==> src/rtl/led_pattern_gen.sv <==
// ---------------------------------------------------------------------------
// led_pattern_gen
//
// LED pattern generator for the DE2 demos. A prescaler divides CLK down to a
// step tick; each tick advances a WIDTH-bit LED register through the pattern
// selected by MODE (Johnson fill, rotate, ping-pong, binary counter).
// A parallel load from the switches and a change of MODE both restart the
// prescaler, so the first step after either lands DIV cycles later.
//
// Parameters
//   WIDTH    LED register width (>= 2)
//   DIV      prescaler period in CLK cycles (>= 1)
//   CNT_W    prescaler counter width, 2**CNT_W >= DIV
//
// Ports
//   CLK       in   system clock, rising edge
//   RST       in   asynchronous reset, active low
//   EN        in   run enable; low freezes prescaler and pattern
//   MODE      in   0 Johnson, 1 rotate, 2 ping-pong, 3 counter
//   DIR       in   0 toward MSB / count up, 1 toward LSB / count down
//   LOAD      in   synchronous parallel load strobe (acts regardless of EN)
//   LOAD_VAL  in   value written to LED on LOAD
//   LED       out  registered pattern
//   TICK      out  one-cycle pulse in the cycle LED shows a new step
//   WRAP      out  one-cycle pulse with TICK when a pattern cycle completes
// ---------------------------------------------------------------------------
module led_pattern_gen #(
  parameter int WIDTH = 18,
  parameter int DIV   = 25_000_000,
  parameter int CNT_W = 25
) (
  input  logic             CLK,
  input  logic             RST,
  input  logic             EN,
  input  logic [1:0]       MODE,
  input  logic             DIR,
  input  logic             LOAD,
  input  logic [WIDTH-1:0] LOAD_VAL,
  output logic [WIDTH-1:0] LED,
  output logic             TICK,
  output logic             WRAP
);

  // Ping-pong bounce direction
  //   state     | meaning
  //   BOUNCE_UP | lit bits travel toward the MSB
  //   BOUNCE_DN | lit bits travel toward the LSB
  typedef enum logic {
    BOUNCE_UP = 1'b0,
    BOUNCE_DN = 1'b1
  } bounce_t;

  localparam logic [1:0] MODE_JOHNSON  = 2'd0;
  localparam logic [1:0] MODE_ROTATE   = 2'd1;
  localparam logic [1:0] MODE_PINGPONG = 2'd2;
  localparam logic [1:0] MODE_COUNTER  = 2'd3;

  localparam logic [CNT_W-1:0] CNT_LAST = CNT_W'(DIV - 1);
  localparam logic [WIDTH-1:0] LSB_ONE  = WIDTH'(1);
  localparam logic [WIDTH-1:0] MSB_ONE  = {1'b1, {(WIDTH-1){1'b0}}};

  logic [CNT_W-1:0] cnt_q, cnt_d;
  logic [1:0]       mode_q, mode_d;
  bounce_t          bounce_q, bounce_d;
  logic [WIDTH-1:0] led_d;
  logic             tick_d, wrap_d;

  logic [WIDTH-1:0] step_led;
  logic             step_wrap;
  bounce_t          step_bounce;
  logic [WIDTH-1:0] seed_led;
  bounce_t          dir_bounce;
  logic             step_due;
  logic             mode_chg;

  assign step_due   = EN && (cnt_q == CNT_LAST);
  assign mode_chg   = (MODE != mode_q);
  assign dir_bounce = DIR ? BOUNCE_DN : BOUNCE_UP;

  // Value the LED register takes on entry to MODE.
  always_comb begin
    seed_led = '0;
    case (MODE)
      MODE_JOHNSON:  seed_led = '0;
      MODE_ROTATE:   seed_led = LSB_ONE;
      MODE_PINGPONG: seed_led = DIR ? MSB_ONE : LSB_ONE;
      MODE_COUNTER:  seed_led = '0;
    endcase
  end

  // Next pattern value for one step of the current mode.
  always_comb begin
    step_led    = LED;
    step_wrap   = 1'b0;
    step_bounce = bounce_q;
    case (mode_q)
      MODE_JOHNSON: begin
        step_led  = DIR ? {~LED[0], LED[WIDTH-1:1]}
                        : {LED[WIDTH-2:0], ~LED[WIDTH-1]};
        step_wrap = (step_led == '0);
      end
      MODE_ROTATE: begin
        step_led  = DIR ? {LED[0], LED[WIDTH-1:1]}
                        : {LED[WIDTH-2:0], LED[WIDTH-1]};
        // wrap flags the bit that falls off the end and re-enters
        step_wrap = DIR ? LED[0] : LED[WIDTH-1];
      end
      MODE_COUNTER: begin
        step_led  = DIR ? (LED - LSB_ONE) : (LED + LSB_ONE);
        step_wrap = DIR ? (LED == '0) : (&LED);
      end
      MODE_PINGPONG: begin
        if (LED == '0) begin
          // nothing lit would never move again; restart from the LSB
          step_led    = LSB_ONE;
          step_bounce = BOUNCE_UP;
        end else if (bounce_q == BOUNCE_UP) begin
          if (LED[WIDTH-1]) begin
            step_led    = LED >> 1;
            step_bounce = BOUNCE_DN;
          end else begin
            step_led = LED << 1;
          end
        end else begin
          if (LED[0]) begin
            step_led    = LED << 1;
            step_bounce = BOUNCE_UP;
            step_wrap   = 1'b1;
          end else begin
            step_led = LED >> 1;
          end
        end
      end
    endcase
  end

  // Priority: LOAD > mode change > step.
  always_comb begin
    led_d    = LED;
    cnt_d    = cnt_q;
    mode_d   = mode_q;
    bounce_d = bounce_q;
    tick_d   = 1'b0;
    wrap_d   = 1'b0;
    if (LOAD) begin
      led_d    = LOAD_VAL;
      cnt_d    = '0;
      mode_d   = MODE;
      bounce_d = dir_bounce;
    end else if (mode_chg) begin
      led_d    = seed_led;
      cnt_d    = '0;
      mode_d   = MODE;
      bounce_d = dir_bounce;
    end else if (step_due) begin
      led_d    = step_led;
      cnt_d    = '0;
      bounce_d = step_bounce;
      tick_d   = 1'b1;
      wrap_d   = step_wrap;
    end else if (EN) begin
      cnt_d = cnt_q + CNT_W'(1);
    end
  end

  always_ff @(posedge CLK or negedge RST) begin
    if (!RST) begin
      LED      <= '0;
      TICK     <= 1'b0;
      WRAP     <= 1'b0;
      cnt_q    <= '0;
      mode_q   <= MODE_JOHNSON;
      bounce_q <= BOUNCE_UP;
    end else begin
      LED      <= led_d;
      TICK     <= tick_d;
      WRAP     <= wrap_d;
      cnt_q    <= cnt_d;
      mode_q   <= mode_d;
      bounce_q <= bounce_d;
    end
  end

endmodule

==> config.mk <==
export PLATFORM = sky130hd
export DESIGN_NAME = led_pattern_gen
export DESIGN_NICKNAME = d
export VERILOG_FILES = /design/src/rtl/led_pattern_gen.sv
export SDC_FILE = /design/constraint.sdc
export NUM_CORES = 1
export LEC_CHECK = 0
export BUFFER_PORTS_ARGS = -buffer_cell sky130_fd_sc_hd__buf_2
export CAP_MARGIN = 20
export CORE_MARGIN = 2
export CORE_UTILIZATION = 57
export DETAILED_ROUTE_END_ITERATION = 7
export MAX_ROUTING_LAYER = met4
export PLACE_DENSITY = 0.75
export SETUP_SLACK_MARGIN = 0.02
export SYNTH_ARGS = -nofsm -noshare
export SYNTH_HDL_FRONTEND = slang
export SYNTH_SLANG_ARGS = --single-unit
==> constraint.sdc <==
create_clock -name CLK -period 3.4 [get_ports CLK]
set_clock_uncertainty 0.05 [all_clocks]
set_input_delay 0.34 -clock CLK [delete_from_list [all_inputs] [get_ports CLK]]
set_output_delay 0.34 -clock CLK [all_outputs]
set_load 0.02 [all_outputs]
==> results of run 1 <==
[Yosys cell counts, types with 7 or more instances]
master,count,area share
nor2_1,49,0.044
dfrtp_1,48,0.29
nand2_1,39,0.035
mux2i_1,35,0.085
a21oi_1,27,0.033
o21ai_0,26,0.031
clkbuf_1,25,0.023
xor2_1,22,0.047
ha_1,18,0.054
nand3_1,18,0.022
nor3_1,18,0.022
inv_1,14,0.013
xnor2_1,14,0.030
o221ai_1,9,0.019
a31oi_1,7,0.011
and4_1,7,0.015
nor4_1,7,0.011
o211ai_1,7,0.013
[metal layers]
layer / share of wire / global-route usage / vias to the layer above
met4: 0.020 / 0.0950 / 0
li1: - / - / 1933
met2: 0.49 / 0.527 / 173
met1: 0.43 / 0.406 / 1960
met3: 0.065 / 0.0452 / 27
met5: 0 / - / -
[power groups by stage]
stage | logic (W) | registers [W] | clock network (W)
finish | 0.000485 | 0.000645 | 0.000395
global route | 0.000536 | 0.000649 | 0.000423
CTS | 0.000479 | 0.000643 | 0.000410
detailed placement | 0.000476 | 0.000654 | 0
global placement | 0.000467 | 0.000652 | 0
floorplan | 0.000323 | 0.000654 | 0
[logic make-up after synthesis]
family / after synthesis
xor gates and xnor gates: 36
buffers and inverters: 45
and+or+nand+nor: 181
DFF: 48
adders and majority gates: 19
muxes: 35
AOI/OAI and AO/OA: 134
[area by class of cell]
type / count / area share
flip-flops and latches: 48 / 0.263
repair buffers: 59 / 0.0729
well taps: 99 / 0.0271
clock inverters: 2 / 0.00383
clock buffers: 6 / 0.0181
inverters: 14 / 0.0115
multi-input cells: 405 / 0.604
[path summary, 6_finish.rpt]
path | from | to | slack, ns | cells after the start
worst max-delay path | LED[8] | WRAP | 0.67 | 7
worst min-delay path | RST | LED[6] | 0.01 | 1
worst max register to register | LED[8] | WRAP | 0.67 | 7
worst min register to register | cnt_q[19] | cnt_q[19] | 0.50 | 2
max in group asynchronous | RST | LED[10] | 2.53 | 2
min in group CLK | MODE[1] | mode_q[1] | 0.13 | 1
[worst reg2reg max path, stage by stage, from the launching register on]
cell	delay (ns)
dfrtp_1	0.51
or3_1	0.48
nand3b_1	0.20
o21ai_1	0.42
buf_4	0.31
o22ai_1	0.11
a221oi_1	0.42
nor3_1	0.12
[flip-flops by register name (all words and copies together), names as in the netlist]
register	cells
bounce_q	1
mode_q	2
cnt_q	25
WRAP	1
LED	18
TICK	1
[through the flow]
stage / utilization / hold WS, ns / area, um^2 / total power (W)
2_1_floorplan: - / -0.00559 / 4140 / 0.000977
3_3_place_gp: 0.626 / 0.354 / 4470 / 0.00112
3_5_place_dp: 0.626 / 0.369 / 4470 / 0.00113
4_1_cts: 0.640 / 0.0271 / 4570 / 0.00153
5_1_grt: 0.640 / 0.0714 / 4570 / 0.00161
6_report: 0.640 / 0.0107 / 4570 / 0.00153
==> qor.txt, run 1 <==
die area = 7950 um^2
DP Cell Count = 625
final setup TNS = 0 ns
status = finished, final reports clean
Synth Area in XOR/XNOR = 0.0762
RSZ-0062 raised after global routing = no
share of post-route cells with drive strength above 1 = 0.140
Setup Fix Bufs, Post-CTS = 0
Sw Pwr = 0.000570 W
CP arrival = 2.87 ns
slowest CP cell = dfrtp_1
Leak = 1.97 nW
initial antenna violation count = 0
Final Hold Fails = 0
clk slew on worst S/H paths = 0.10 ns
site row count = 31
first drt pass iteration count = 6
core footprint = 7140 um^2
# IOs = 45
Synth Warn # = 0
Syn Area/Cell = 8.30 um^2
Slew Limit Fails = 0
Min-Delay Path Class = in2async
routed vias = 4,093
CP Max Fanout = 13
Mapped Area = 4140 um^2
starting density of the core = 0.579
antenna viol nets, final = 0
commonest cells after routing, fill and taps aside = nor2_1, dfrtp_1, buf_2
Logic pwr share = 0.318
CTS Hold Buffers Added = 0
cts repair resizes = 0
gpl congestion = 1.01
port bufs = 44
die width = 89.2 um
sequential area share after synthesis = 0.290
multiplexer area fraction after synthesis = 0.0847
nets@finish = 577
post-route clock period utilization = 0.803
vias in the first global route = 3,942
DR iter-0 viols = 344
synthesized net count = 542
total grt overflow = 0
GRT Util Overall = 0.319
max_cap viols = 0
clock period minus worst slack = 2.73 ns
Startpoint Class = flip-flop
final setup violation count = 0
share of power burned in registers = 0.423
worst-margin pin slew = 0.825 ns
buffer and inverter count on the worst path = 1
CP endpoint kind = flip-flop
TritonCTS clock tree = yes
hpwl dp = 8270 um
H-tree Lvls = 2
# clock sinks = 48
library cells used by synthesis = 64
first-pass GRT wire length = 19,100 um
Total Wirelength = 11,700 um
FF+latch area = 1200 um^2
Clk Latency, worst-skew pair = 0.31 ns
maximum vdd drop = 0.000194 V
Ant. Diodes = 0
simple logic cell fraction of the synthesized area = 0.228
Post-synth EDFFs = 0
post-synthesis adder-cell area fraction = 0.0593
max incr delay on CP = 0.51 ns
drt via density = 6.47
Main synth FF type = dfrtp_1
Longest Clk Path Bufs = 2
clock root buffer = clkbuf_8
final worst slack = 0.671 ns
most common cell after layout, fill and taps aside = nor2_1
fmax = 0.366 GHz
dpl ws = 0.581 ns
Top delay family on crit path = compound AO/OA/AOI/OAI gates
Post-synth ARST share = 1.00
Die Y = 89.2 um
Synth Instances = 498
largest net degree at the start of global routing = 31
power per cell area = 334 nW/um^2
post-route insts no fill = 633
fillcell total = 655
DRC viols = 0
slew margin rel. = 0.445
Area Growth Syn to Fin = 10.5%
clock share of power = 0.259
largest family of logic cells by synthesized area = simple AND/OR/NAND/NOR gates
CTS buffer count = 5
Synth Area in Compound Gates = 0.217
multi-input combinational cell area = 2760 um^2
Sw Share = 0.374
Crit Path Class = reg2reg
routed len/inst = 18.4 um
required time of the worst setup path = 3.54 ns
Int Pwr = 0.000955 W
FF+latch count, synth = 48
crit-path cells = or3_1 > nand3b_1 > o21ai_1 > buf_4 > o22ai_1 > a221oi_1 > nor3_1
(Power assumes the default switching activity.)
==> run 2, diff against run 1 <==
--- a/config.mk
+++ b/config.mk
@@ -8,10 +8,10 @@
 export BUFFER_PORTS_ARGS = -buffer_cell sky130_fd_sc_hd__buf_2
 export CAP_MARGIN = 20
 export CORE_MARGIN = 2
-export CORE_UTILIZATION = 57
+export CORE_UTILIZATION = 54
 export DETAILED_ROUTE_END_ITERATION = 7
 export MAX_ROUTING_LAYER = met4
-export PLACE_DENSITY = 0.75
+export PLACE_DENSITY = 0.74
 export SETUP_SLACK_MARGIN = 0.02
 export SYNTH_ARGS = -nofsm -noshare
 export SYNTH_HDL_FRONTEND = slang
==> constraint.sdc (replaced) <==
create_clock -name CLK -period 2.5 [get_ports CLK]
set_clock_uncertainty 0.05 [all_clocks]
set_input_delay 0.25 -clock CLK [delete_from_list [all_inputs] [get_ports CLK]]
set_output_delay 0.25 -clock CLK [all_outputs]
set_load 0.02 [all_outputs]
==> qor.txt, run 2 (synthesis gave the netlist of run 1 again) <==
DRC viols = 0 (unchanged)
post-route insts no fill = 667 (+5.4%)
maximum vdd drop = 0.000275 V (+41%)
max reg flops = 25 (unchanged)
Area Growth Syn to Fin = 17.8%
Startpoint Class = flip-flop
slew margin rel. = 0.656 (+0.211)
Crit Path Class = reg2reg
starting density of the core = 0.564 (-0.0153)
first-pass GRT wire length = 20,300 um (+6.1%)
clk slew on worst S/H paths = 0.10 ns (about the same)
Ant. Diodes = 0 (unchanged)
placed inst area = 4740 um^2 (+6.0%)
met2 Usage GRT = 0.521 (-0.00515)
clock root buffer = clkbuf_8
share of post-route cells with drive strength above 1 = 0.199 (+0.0585)
total grt overflow = 0 (unchanged)
drt via density = 6.41 (-0.92%)
largest register by flop count = cnt_q
Die Y = 91.5 um (+2.6%)
Total Wirelength = 12,600 um (+8.0%)
DR iter-0 viols = 471 (+37%)
nets@finish = 611 (+5.9%)
core footprint = 7330 um^2 (+2.7%)
GRT Util Overall = 0.310 (-0.00841)
largest net degree at the start of global routing = 33 (+6.5%)
DP Cell Count = 658 (+5.3%)
port bufs = 44 (unchanged)
# IOs = 45 (unchanged)
post-route clock period utilization = 0.934 (+0.132)
final setup TNS = 0 ns (unchanged)
Longest Clk Path Bufs = 2 (unchanged)
Hold WS = 0.0514 ns (+0.0408 ns)
gpl congestion = 1.02 (+1.2%)
vias in the first global route = 4,081 (+3.5%)
final setup violation count = 0 (unchanged)
clock period minus worst slack = 2.34 ns (-0.393 ns)
die width = 91.5 um (+2.6%)
CP Max Fanout = 9 (-4)
fillcell total = 630 (-3.8%)
top flop regs = cnt_q x25, LED x18, mode_q x2
antenna viol nets, final = 0 (unchanged)
routed vias = 4,273 (+4.4%)
commonest cells after routing, fill and taps aside = nor2_1, buf_4, dfrtp_1
status = finished, final reports clean
routed len/inst = 18.9 um (+2.5%)
required time of the worst setup path = 2.65 ns (-0.89 ns)
worst-margin pin slew = 0.511 ns (-0.314 ns)
Leak = 2.14 nW (+8.8%)
CP arrival = 2.48 ns (-0.39 ns)
end-of-flow core utilization = 0.664 (+0.0244)
H-tree Lvls = 2 (unchanged)
# clock sinks = 48 (unchanged)
grt met1 use = 0.399 (-0.00718)
die area = 8370 um^2 (+5.3%)
Clk Latency, worst-skew pair = 0.31 ns (about the same)
post-route cell area = 4870 um^2 (+6.6%)
power per cell area = 454 nW/um^2 (+36%)
first drt pass iteration count = 6 (unchanged)
most common cell after layout, fill and taps aside = nor2_1
Slew Limit Fails = 0 (unchanged)
Final Hold Fails = 0 (unchanged)
GR met3 Demand/Resource = 0.0382 (-0.00707)
fmax = 0.428 GHz (+17%)
site row count = 31 (unchanged)
hpwl dp = 9050 um (+9.4%)
RSZ-0062 raised after global routing = no
CTS buffer count = 5 (unchanged)
Min-Delay Path Class = in2reg
TritonCTS clock tree = yes
initial antenna violation count = 0 (unchanged)
CP endpoint kind = flip-flop
max_cap viols = 0 (unchanged)
GRT busiest layer = met2
run 2: path summary, 6_finish.rpt:
path | depth (start not counted) | endpoint | slack, ns | startpoint
hold reg to reg | 2 | cnt_q[19] | 0.50 | cnt_q[19]
max in group asynchronous | 3 | LED[0] | 1.21 | RST
setup reg to reg | 7 | LED[16] | 0.16 | LED[9]
setup / recovery | 7 | LED[16] | 0.16 | LED[9]
hold / removal | 1 | mode_q[0] | 0.05 | MODE[0]
min in group asynchronous | 2 | LED[6] | 0.38 | RST
run 2: metal layers:
layer | part of all wire | vias up | wire, um
met5 | 0 | - | 0
met4 | 0.016 | 0 | 197
met3 | 0.061 | 25 | 767
met2 | 0.49 | 191 | 6180
met1 | 0.43 | 2053 | 5450
li1 | - | 2004 | -
run 2: cell type report:
| class | count | area [um^2] | share of cell area |
|---|---|---|---|
| Multi-Input combinational cell | 405 | 2770 | 0.569 |
| Sequential cell | 48 | 1200 | 0.247 |
| Timing Repair Buffer | 93 | 603 | 0.124 |
| Tap cell | 99 | 124 | 0.0254 |
| Clock buffer | 5 | 68.8 | 0.0141 |
| Inverter | 14 | 52.6 | 0.0108 |
| Clock inverter | 3 | 46.3 | 0.00950 |
run 2: where the power goes:
group / internal [W] / switching [W]
Sequential: 0.000805 / 0.0000396
Combinational: 0.000314 / 0.000456
Clock: 0.000302 / 0.000298
run 2: what timing repair did:
| action | in CTS | in global routing |
|---|---|---|
| endpoints found under the setup margin | 0 | 13 |
| hold buffers | 1 | 0 |
| endpoints found under the hold margin | 17 | 0 |
| buffers inserted | 0 | 0 |
| gates resized for setup | 0 | 3 |
run 2: worst max-delay path, stage by stage, from the launching register on:
cell and delay, ns:
dfrtp_2 0.49, ha_1 0.34, a21oi_1 0.18, o21ai_0 0.17, or4_1 0.42, a31oi_1 0.29
nor3_1 0.11, nand3b_1 0.17
run 2: stage by stage:
| stage | setup slack [ns] | power (W) |
|---|---|---|
| after detailed placement | 0.0213 | 0.00161 |
| after global placement | 0.136 | 0.00160 |
| after CTS | 0.0717 | 0.00221 |
| after global routing | 0.0412 | 0.00232 |
| final | 0.164 | 0.00221 |
| after floorplan | 0.0200 | 0.00133 |
